File: config.mk
export PLATFORM = sky130hd
export DESIGN_NAME = csr_mult_seq
export DESIGN_NICKNAME = d
export VERILOG_FILES = /design/src/rtl/csr_mult_seq.sv
export SDC_FILE = /design/constraint.sdc
export NUM_CORES = 1
export LEC_CHECK = 0
export CORE_MARGIN = 1.5
export CORE_UTILIZATION = 56
export CTS_CLUSTER_DIAMETER = 150
export CTS_CLUSTER_SIZE = 40
export DETAILED_ROUTE_END_ITERATION = 8
export GPL_ROUTABILITY_DRIVEN = 0
export PLACE_DENSITY = 0.93
export SYNTH_ARGS = -nofsm -noshare
export SYNTH_HDL_FRONTEND = slang
export SYNTH_SLANG_ARGS = --single-unit
File: constraint.sdc
create_clock -name clk -period 2.3 [get_ports clk]
set_input_delay 0.345 -clock clk [delete_from_list [all_inputs] [get_ports clk]]
set_output_delay 0.345 -clock clk [all_outputs]
set_load 0.02 [all_outputs]
File: src/rtl/csr_mult_seq.sv
// Sequencer for the CSR1 (negacyclic shifter) -> CSR2 (rotator) coefficient datapath.
// Drives the shift-register enables and tags each valid CSR2 coefficient with row/column.
module csr_mult_seq #(
   parameter int N = 4,
   localparam int CW = $clog2(N)
) (
   input  logic          clk,
   input  logic          rst_n,
   input  logic          start,
   input  logic          hold,
   output logic          busy,
   output logic          done,
   output logic          csr1_load,
   output logic          csr1_en,
   output logic          csr2_load,
   output logic          csr2_en,
   output logic          coeff_valid,
   output logic [CW-1:0] row_idx,
   output logic [CW-1:0] col_idx,
   output logic          last
);

   typedef enum logic [2:0] {
      ST_IDLE,
      ST_LOAD,
      ST_ROW_START,
      ST_ROW_SHIFT,
      ST_FLUSH,
      ST_DONE
   } state_t;

   localparam logic [CW-1:0] LP_LAST      = CW'(N - 1);
   localparam logic [CW-1:0] LP_SHIFT_END = CW'(N - 2);
   localparam logic [CW-1:0] LP_ONE       = CW'(1);

   state_t        r_state;
   logic [CW-1:0] r_r;
   logic [CW-1:0] r_s;
   logic [CW-1:0] r_row;
   logic [CW-1:0] r_col;
   logic [CW-1:0] r_vrow;
   logic [CW-1:0] r_vcol;
   logic          r_busy;
   logic          r_done;
   logic          r_csr1_load;
   logic          r_csr1_en;
   logic          r_csr2_load;
   logic          r_csr2_en;
   logic          r_valid;
   logic          r_last;

   logic          w_stall;
   logic          w_valid;

   assign w_stall = hold & r_busy;
   assign w_valid = r_valid & ~w_stall;

   // Output registers carry the decode of the state being entered, so each
   // branch sets the flags for its successor state.
   always_ff @(posedge clk or negedge rst_n) begin
      if (!rst_n) begin
         r_state     <= ST_IDLE;
         r_r         <= '0;
         r_s         <= '0;
         r_row       <= '0;
         r_col       <= '0;
         r_vrow      <= '0;
         r_vcol      <= '0;
         r_busy      <= 1'b0;
         r_done      <= 1'b0;
         r_csr1_load <= 1'b0;
         r_csr1_en   <= 1'b0;
         r_csr2_load <= 1'b0;
         r_csr2_en   <= 1'b0;
         r_valid     <= 1'b0;
         r_last      <= 1'b0;
      end else begin
         // Remember the last tag actually presented; shown while not valid.
         if (w_valid) begin
            r_vrow <= r_row;
            r_vcol <= r_col;
         end
         if (!w_stall) begin
            r_busy      <= 1'b0;
            r_done      <= 1'b0;
            r_csr1_load <= 1'b0;
            r_csr1_en   <= 1'b0;
            r_csr2_load <= 1'b0;
            r_csr2_en   <= 1'b0;
            r_valid     <= 1'b0;
            r_last      <= 1'b0;
            case (r_state)
               ST_IDLE: begin
                  if (start) begin
                     r_state     <= ST_LOAD;
                     r_busy      <= 1'b1;
                     r_csr1_load <= 1'b1;
                  end
               end
               ST_LOAD: begin
                  r_r         <= '0;
                  r_state     <= ST_ROW_START;
                  r_busy      <= 1'b1;
                  r_csr2_load <= 1'b1;
                  r_csr1_en   <= 1'b1;
               end
               ST_ROW_START: begin
                  r_s       <= '0;
                  r_state   <= ST_ROW_SHIFT;
                  r_busy    <= 1'b1;
                  r_csr2_en <= 1'b1;
                  r_valid   <= 1'b1;
                  r_row     <= r_r;
                  r_col     <= '0;
               end
               ST_ROW_SHIFT: begin
                  r_busy  <= 1'b1;
                  r_valid <= 1'b1;
                  if (r_s == LP_SHIFT_END) begin
                     if (r_r < LP_LAST) begin
                        r_r         <= r_r + LP_ONE;
                        r_state     <= ST_ROW_START;
                        r_csr2_load <= 1'b1;
                        r_csr1_en   <= 1'b1;
                        r_row       <= r_r;
                        r_col       <= LP_LAST;
                     end else begin
                        r_state <= ST_FLUSH;
                        r_last  <= 1'b1;
                        r_row   <= LP_LAST;
                        r_col   <= LP_LAST;
                     end
                  end else begin
                     r_s       <= r_s + LP_ONE;
                     r_csr2_en <= 1'b1;
                     r_row     <= r_r;
                     r_col     <= r_s + LP_ONE;
                  end
               end
               ST_FLUSH: begin
                  r_state <= ST_DONE;
                  r_done  <= 1'b1;
               end
               ST_DONE: begin
                  r_state <= ST_IDLE;
               end
               default: begin
                  r_state <= ST_IDLE;
               end
            endcase
         end
      end
   end

   assign busy        = r_busy;
   assign done        = r_done;
   assign csr1_load   = r_csr1_load & ~w_stall;
   assign csr1_en     = r_csr1_en & ~w_stall;
   assign csr2_load   = r_csr2_load & ~w_stall;
   assign csr2_en     = r_csr2_en & ~w_stall;
   assign coeff_valid = w_valid;
   assign last        = r_last & ~w_stall;
   assign row_idx     = w_valid ? r_row : r_vrow;
   assign col_idx     = w_valid ? r_col : r_vcol;

endmodule

==> impl_results.md <==
- Status: complete, no violations
- EDFF count, synth: 0
- RSZ-0062 raised after global routing: no
- Top-count cell post-synth: dfrtp_1
- Setup TNS: 0 ns
- Slowest CP cell: clkdlybuf4s50_1
- Routed Antenna Nets: 0
- Post-synth top cells: dfrtp_1 (22), nand2_1 (7), o21ai_0 (7)
- Hpwl dp: 1380 µm
- Ys flop type: dfrtp_1
- Met3 usage: under 10%
- Cts-stage hold buffer count: 0
- Top cell by count, worst path: clkdlybuf4s50_1
- Final hold viol count: 0
- FFs w/ async S/R, synth: 100%
- Endpoints failing setup: 0
- Layout area overhead: 18.2%
- Clock Sinks: 22
- CP Launch Type: primary input
- IO Count: 16
- Cts bufs inserted: 3
- Die width: 47.1 µm
- CTS H-Tree Depth: 1
- Netlist cell types: 37
- CP Data Arrival Time: 1.83 ns
- VDD IR max: approximately 0.76 mV
- Crit. End Element: output pin
- Clk pin slew, worst setup/hold paths: around 0.12 ns
- Area of the core: 1780 µm²
- Crit path buf inv count: 3
- Drt first pass iters: 4
- Flops & latches, synth: 22
- DRC: 0
- Synthesized instance count: between 90 and 100
- Met2 usage: 31.5%
- Largest fanout on the critical path: 5
- First-pass GRT wire length: 2990 µm
- Fmax: 0.460 GHz
- GRT Max-Usage Layer: met2
- Die height: around 47 µm
- Clock Path Buffers: 2
- Nets: 118
- Area after DPL: 1240 µm²
- Reg area: 551 µm²
- Kind of critical path: in -> out
- Register area share after synthesis: 50.6%
- P per Cell Area: around 1100 nW/µm²
- Global-route met1 utilization: 26.5%
- Share of post-route cells with drive strength above 1: 16.2%
- CP max stage delay: around 0.58 ns
- Max-cap violations: 0
- Number of global-route vias before repair: about 650
- Post-CTS setup buffer count: 0
- Cts repair resizes: 4
- Rows: 15
- Vias per inst: 5.66
- Tmin final: 2.18 ns
- Area taken by multi-input logic gates: 468 µm²
- Cells along the critical path: clkdlybuf4s50_1 > nand2_1 > and2_1 > buf_4 > clkdlybuf4s50_1
- Antenna violations before repair: 0
- Worst slew pin tran: 0.482 ns
- Clk root buf: clkbuf_4
- Cell family with the largest share of critical-path delay: buffers and inverters
- Final instance area: approximately 1300 µm²
- Yosys top cell area share: 50.6%
- Insertion delay to the later sink of the worst-skew pair: 0.31 ns
- Area contributors post-synth: dfrtp_1 (51%), mux2_2 (5.2%), o21ai_0 (3.2%), and2_1 (2.9%), a2111oi_4 (2.5%)
- Layout fillers: roughly 140
- Number of diodes: 0
- Largest net degree at the start of global routing: 23
- GRT Util Overall: 20.0%
- YS warnings: 0
- Synth Net Count: 103
- CP required: 1.96 ns
- Yosys top cell by area: dfrtp_1
- Total wire length: 1950 µm
- Post-synthesis instance area: 1090 µm²
- Relative slew margins: 67.9%
- Clock Skew: 0.00187 ns
- Iter 0 DRT Violations: 18
- Leakage: slightly below 0.0006 µW
- Wirelength per Cell: 14.4 µm
- Worst min path class: in -> async
- Congestion Overflow GR: 0
- Final critical-path share of the clock period: 94.6%
- Die Area: 2220 µm²
- Vias: between 700 and 800
- IO Port Bufs: 15
- CTS tree: done
- Initial core utilization: 61.0%
- Avg Inst Size Synth: 11.2 µm²
- Post-layout util: 72.1%
- Slew Viols, Final: 0
==> cell families after synthesis <==
logic type	after synthesis	synth area share, %
flip-flops	22	50.6
buffers and inverters	12	6.33
adder cells (fa/ha/maj)	2	2.30
multiplexers	6	6.10
AND/OR/NAND/NOR	30	17.5
AO/OA/AOI/OAI	25	17.1
==> per-stage QoR <==
stage	std cells	power (µW)	setup slack (ns)	hold slack, ns
finish	136	1460	0.124	0.356
global route	136	1550	0.0667	0.375
global placement	132	1180	-0.0483	0.442
floorplan	97	1020	0.642	0.0494
detailed placement	132	1200	-0.0743	0.460
CTS	136	1470	0.117	0.360
==> per-layer routing <==
metal | up-vias | share of wire, % | routed length (µm)
met5 | - | 0 | 0
met4 | 0 | 2.0 | 40
met3 | 5 | 3.0 | 58
met2 | 18 | 49 | 955
met1 | 372 | 46 | 897
li1 | 375 | - | -
==> where the power goes <==
| group | switching, µW | total (µW) | internal (µW) |
|---|---|---|---|
| logic | 276 | 541 | 265 |
| registers | 106 | 622 | 516 |
| clock network | 124 | 300 | 176 |
==> layout by cell type (no fill, tap or decap), types with 4 or more instances in the layout <==
cell             count
dfrtp_1             22
clkdlybuf4s50_1     11
nand2_1              7
o21ai_0              7
and2_1               5
mux2_2               5
inv_1                4
a21oi_1              4
dlygate4sd2_1        4
==> flip-flops by register name (all words and copies together), names as in the netlist, 2 cells and up <==
signal / count
r_vcol: 2
r_col: 2
r_r: 2
r_state: 3
r_vrow: 2
r_s: 2
r_row: 2
==> final timing paths <==
kind,from,to,slack [ns],cells past startpoint
min reg2reg,r_csr1_load,r_csr1_load,0.48,2
min in group clk,r_csr1_load,r_csr1_load,0.48,2
max,hold,coeff_valid,0.12,5
max in group asynchronous,rst_n,r_r[1],1.73,2
max reg2reg,r_s[0],r_r[0],0.66,5
min,rst_n,r_csr1_load,0.36,2
==> area by class of cell <==
cell class / count / share of cell area (%)
clock buffer: 3 / 1.75
timing repair buffer: 18 / 13.0
multi-input combinational: 63 / 36.4
clock inverter: 1 / 2.34
tap: 25 / 2.43
inverter: 4 / 1.17
sequential: 22 / 42.8
Note: power is estimated with default switching activity, not from simulation.
==> edit 1: new RTL, config.mk and constraints unchanged <==
Make the reset (`rst_n`) synchronous in one clocked block.
--- a/src/rtl/csr_mult_seq.sv
+++ b/src/rtl/csr_mult_seq.sv
@@ -57,7 +57,7 @@
 
    // Output registers carry the decode of the state being entered, so each
    // branch sets the flags for its successor state.
-   always_ff @(posedge clk or negedge rst_n) begin
+   always_ff @(posedge clk) begin
       if (!rst_n) begin
          r_state     <= ST_IDLE;
          r_r         <= '0;
Formal check against the unedited RTL: differs if rst_n is asserted again (counterexample within 4 cycles, from zero or initial values and one cycle with rst_n low); with rst_n held inactive, the same outputs for 10 cycles.
==> edit 1 against the original RTL <==
  * Setup slack got worse by 0.071 ns
  * Synthesized cell count increased by 16%
  * Final area increased by 3.8%
  * Area after synthesis increased by 4.3%
  * Wire length increased by 11%
  * Sequential cell count unchanged
  * Sequential share of layout area decreased by 9.8 points
  * Count of clock-buffer cells in the layout unchanged
  * Highest routed layer unchanged
  * Clock skew increased by 0.0096 ns
Power is not compared: it rests on default switching activity, and its combinational part moved more than twofold at a synthesized area within 25%.
==> edit 1: results (changes against the original RTL) <==
----------------------------------------------------
[Placed design]
  HPWL after detailed placement ... 1.53 mm (+11%)
  Count of buffers inserted at the top-level ports ... 15 (unchanged)

[Cells and area]
  Number of filler instances in the final layout ... 155 (+14%)
  Final-stage net count ... 136 (+15%)
  Share of layout cells above drive strength 1 ... 19.4% (+3.2 points)

[Clock tree]
  Number of cells upsized or downsized after cts ... 3 (-1)
  Root Buffer Master ... sky130_fd_sc_hd__clkbuf_4
  Post-CTS setup buffer count ... 3 (+3)

[Detailed routing]
  DR WL met3 ... 80 um (+38%)
  Violation count after the first detailed-routing iteration ... 12 (-6)
  Met2 Routed Length ... 1.14 mm (+20%)
  Number of detailed-routing iterations run before antenna repair ... 4 (unchanged)
  Sum of routed wire length over all layers ... 2.16 mm (+11%)
  Met1 Routed Length ... 905 um (+0.89%)

[Logic synthesis]
  FFs w/ async S/R, synth ... 0% (-100 points)
  Most common library cells after synthesis ... sky130_fd_sc_hd__dfxtp_1 (22), sky130_fd_sc_hd__nand2_1 (12), sky130_fd_sc_hd__and2_1 (10)
  Sequential share of the synthesized area ... 38.9% (-12 points)
  Post-Synthesis Net Count ... 119 (+16%)
  Number of different library cells in the post-synthesis netlist ... 42 (+14%)
  Area contributors post-synth ... sky130_fd_sc_hd__dfxtp_1 (39%), sky130_fd_sc_hd__and2_1 (5.5%), sky130_fd_sc_hd__mux2_4 (5.3%), sky130_fd_sc_hd__a21boi_1 (4.6%), sky130_fd_sc_hd__nand2_1 (4.0%)

[Setup path]
  Stage delay of the slowest cell on the critical path ... 0.51 ns (-0.07 ns)
  Critical Path AT ... 1.90 ns (+0.07 ns)
  CP max FO ... 4 (-1)

[Hold path]
  Type of the most critical hold path ... reg2reg

[Outcome]
  Result of the run ... complete, no violations

[Power]
  Peak supply drop ... around 0.6 mV

[GRT]
  Largest net degree at the start of global routing ... 15 (-35%)
  Via count of the first global-routing pass ... 749 (+15%)
  Wire length of the first global-routing pass ... 3.38 mm (+13%)
  GRT Util Overall ... 21.5% (+1.6 points)

[STA]
  Max transition margin ... 71.8% (+3.9 points)
  Clock Skew ... 0.0115 ns (+0.00965 ns)

----------------------------------------------------
-- edit 1: changes by cell type after synthesis, moves of 4 or more --
cell and delta:
sky130_fd_sc_hd__mux2_4 +4, sky130_fd_sc_hd__dfxtp_1 +22, sky130_fd_sc_hd__dfrtp_1 -22, sky130_fd_sc_hd__a21boi_1 +7, sky130_fd_sc_hd__nand2_1 +5, sky130_fd_sc_hd__nand2b_1 +4
sky130_fd_sc_hd__o21ai_0 -6, sky130_fd_sc_hd__and2_1 +5, sky130_fd_sc_hd__mux2_2 -5
-- edit 1: cell families (layout without fill, tap and decap cells) --
group                      count (synthesis)  count (layout)  share of synthesized area (%)
AOI/OAI and AO/OA                         24              24                           18.1
adders and majority gates                  2               2                           2.21
muxes                                      8               8                           8.83
buffers and inverters                     10              26                           7.39
and+or+nand+nor                           47              47                           24.6
DFF                                       22              22                           38.9
-- edit 1: worst paths after layout --
check,cells past startpoint,to,from,slack (ns)
max,5,row_idx[1],hold,0.05
min,2,r_csr1_load$_SDFFE_PN0N_,r_csr1_load$_SDFFE_PN0N_,0.45
max reg2reg,5,r_r[0]$_SDFFE_PN0P_,r_s[0]$_SDFFE_PN0P_,0.91
min reg2reg,2,r_csr1_load$_SDFFE_PN0N_,r_csr1_load$_SDFFE_PN0N_,0.45
-- edit 1: metrics by stage --
stage | power (W) | util, % | hold WS [ns] | setup WS [ns] | cells
finish | 0.000846 | 68.7 | 0.451 | 0.0534 | 156
global route | 0.000875 | 68.7 | 0.482 | 0.00775 | 156
CTS | 0.000842 | 68.6 | 0.454 | 0.0116 | 156
detailed placement | 0.000548 | 64.9 | 0.437 | -0.0926 | 149
global placement | 0.000543 | 64.9 | 0.435 | -0.0552 | 149
floorplan | 0.000519 | - | 0.426 | 0.710 | 113
-- edit 1: metal layers --
metal / vias to the layer above / track usage [%]
li1: 425 / -
met1: 414 / 25.9
met2: 18 / 38.9
met3: 2 / 2.26
met4: 0 / 8.11
met5: - / 0
-- edit 1: final cells by class --
class                           instances  area [um^2]  share of cell area [%]
Timing Repair Buffer                   21          194                    14.5
Tap cell                               27         33.8                    2.53
Clock buffer                            3         22.5                    1.69
Clock inverter                          1         30.0                    2.25
Inverter                                1         3.75                   0.281
Sequential cell                        22          440                    33.0
Multi-Input combinational cell         81          609                    45.7
-- edit 1: worst register-to-register path: stages (launching register included) --
cell and delay, ns:
sky130_fd_sc_hd__dfxtp_1 0.34, sky130_fd_sc_hd__inv_1 0.10, sky130_fd_sc_hd__ha_1 0.23, sky130_fd_sc_hd__nand2b_1 0.11, sky130_fd_sc_hd__a211oi_4 0.31, sky130_fd_sc_hd__mux2i_1 0.23
-- edit 1: power by group --
part	total (W)	internal, W	switching [W]
logic	0.000129	0.0000646	0.0000640
clock network	0.000302	0.000176	0.000125
registers	0.000416	0.000397	0.0000188
==> edit 2: new RTL, same settings <==
Without the edit above. Change the parameter `N` from 4 to 8.
--- a/src/rtl/csr_mult_seq.sv
+++ b/src/rtl/csr_mult_seq.sv
@@ -1,7 +1,7 @@
 // Sequencer for the CSR1 (negacyclic shifter) -> CSR2 (rotator) coefficient datapath.
 // Drives the shift-register enables and tags each valid CSR2 coefficient with row/column.
 module csr_mult_seq #(
-   parameter int N = 4,
+   parameter int N = 8,
    localparam int CW = $clog2(N)
 ) (
    input  logic          clk,
Ports: changed (resized col_idx and row_idx); port bits go from 16 to 18. No check against the original RTL was run, so the function may have changed too.
==> edit 2 against the original RTL <==
  * Setup slack better by 0.00076 ns
  * Via count up 31%
  * Sequential cell count up 6
  * Register-to-register slack worse by 0.29 ns
  * Clock skew up 0.0094 ns
  * Wire length up 31%
  * Final area up 18%
  * Count of clock-buffer cells in the layout up 1
  * Total power up 21%
  * First-iteration DRC count up 67%
  * Area after synthesis up 21%
  * Critical endpoint is now csr1_en
  * Highest routed layer unchanged
==> edit 2: results (changes against the original RTL) <==
----------------------------------------------------
[Power]
  Clock net power ... 0.000234 W (-22%)
  Leakage power summed over all cells ... 0.710 nW (+22%)
  Peak supply drop ... 0.686 mV (-9.4%)
  Share of total power in the clock network ... 13.2% (-7.3 points)
  Reported combinational group power ... 0.000733 W (+35%)
  Cell internal pwr ... 0.00109 W (+14%)

[Detailed routing]
  Met2 Routed Length ... 1.27 mm (+33%)
  Violation count after the first detailed-routing iteration ... 30 (+12)
  Met1 Routed Length ... 1.15 mm (+28%)
  Count of vias placed by the detailed router ... 1010 (+31%)

[Cells and area]
  Final-stage net count ... 150 (+27%)
  Layout clock buffers ... 4 (+1)
  Number of buffers other than clock buffers in the final layout ... 19 (+1)
  Clock network contribution to total cell area ... 2.39% (-1.7 points)
  Number of filler instances in the final layout ... 179 (+32%)
  Register area ... 701 um^2 (+27%)
  Number of multi-input combinational cells ... 88 (+40%)

[Outcome]
  Result of the run ... complete, no violations

[Logic synthesis]
  Post-Synthesis Net Count ... 135 (+31%)
  Area contributors post-synth ... sky130_fd_sc_hd__dfrtp_1 (53%), sky130_fd_sc_hd__nand2_1 (7.1%), sky130_fd_sc_hd__mux2_2 (5.1%), sky130_fd_sc_hd__a21o_1 (2.9%), sky130_fd_sc_hd__and2_1 (2.9%)
  Synthesized-area fraction occupied by adder cells ... 2.86% (+0.56 points)
  Multiplexer share of the synthesized area ... 5.90% (-0.19 points)

[STA]
  Transition at the pin with the smallest max-transition slack ... 0.600 ns (+0.118 ns)
  Clock Skew ... 0.0112 ns (+0.00936 ns)

[GRT]
  Grt met2 use ... 37.6% (+6.1 points)
  Met3 demand-to-capacity share in global routing ... 2.63% (-0.83 points)
  Wire length of the first global-routing pass ... 4.20 mm (+41%)

----------------------------------------------------
[edit 2: changes by cell type after synthesis, sizes merged, moves of 3 or more]
cell / change
buf: -3
dfrtp: +6
nand2: +18
clkbuf: +4
[edit 2: worst paths after layout]
| kind | depth (start not counted) | end | slack, ns | start |
|---|---|---|---|---|
| worst max-delay path | 5 | csr1_en | 0.13 | hold |
| min in group clk | 2 | r_row[1]$_DFFE_PN0P_ | 0.49 | r_row[1]$_DFFE_PN0P_ |
| worst min register to register | 2 | r_row[1]$_DFFE_PN0P_ | 0.49 | r_row[1]$_DFFE_PN0P_ |
| worst max register to register | 4 | r_s[1]$_DFFE_PN0P_ | 0.37 | r_state[1]$_DFFE_PN0P_ |
| worst min-delay path | 2 | r_row[1]$_DFFE_PN0P_ | 0.37 | rst_n |
| max in group asynchronous | 2 | r_s[2]$_DFFE_PN0P_ | 1.66 | rst_n |
[edit 2: timing repair]
action                     CTS  global route
setup endpoints to repair    6             0
setup buffers                0             0
hold endpoints to repair     0             0
resized for setup            7             0
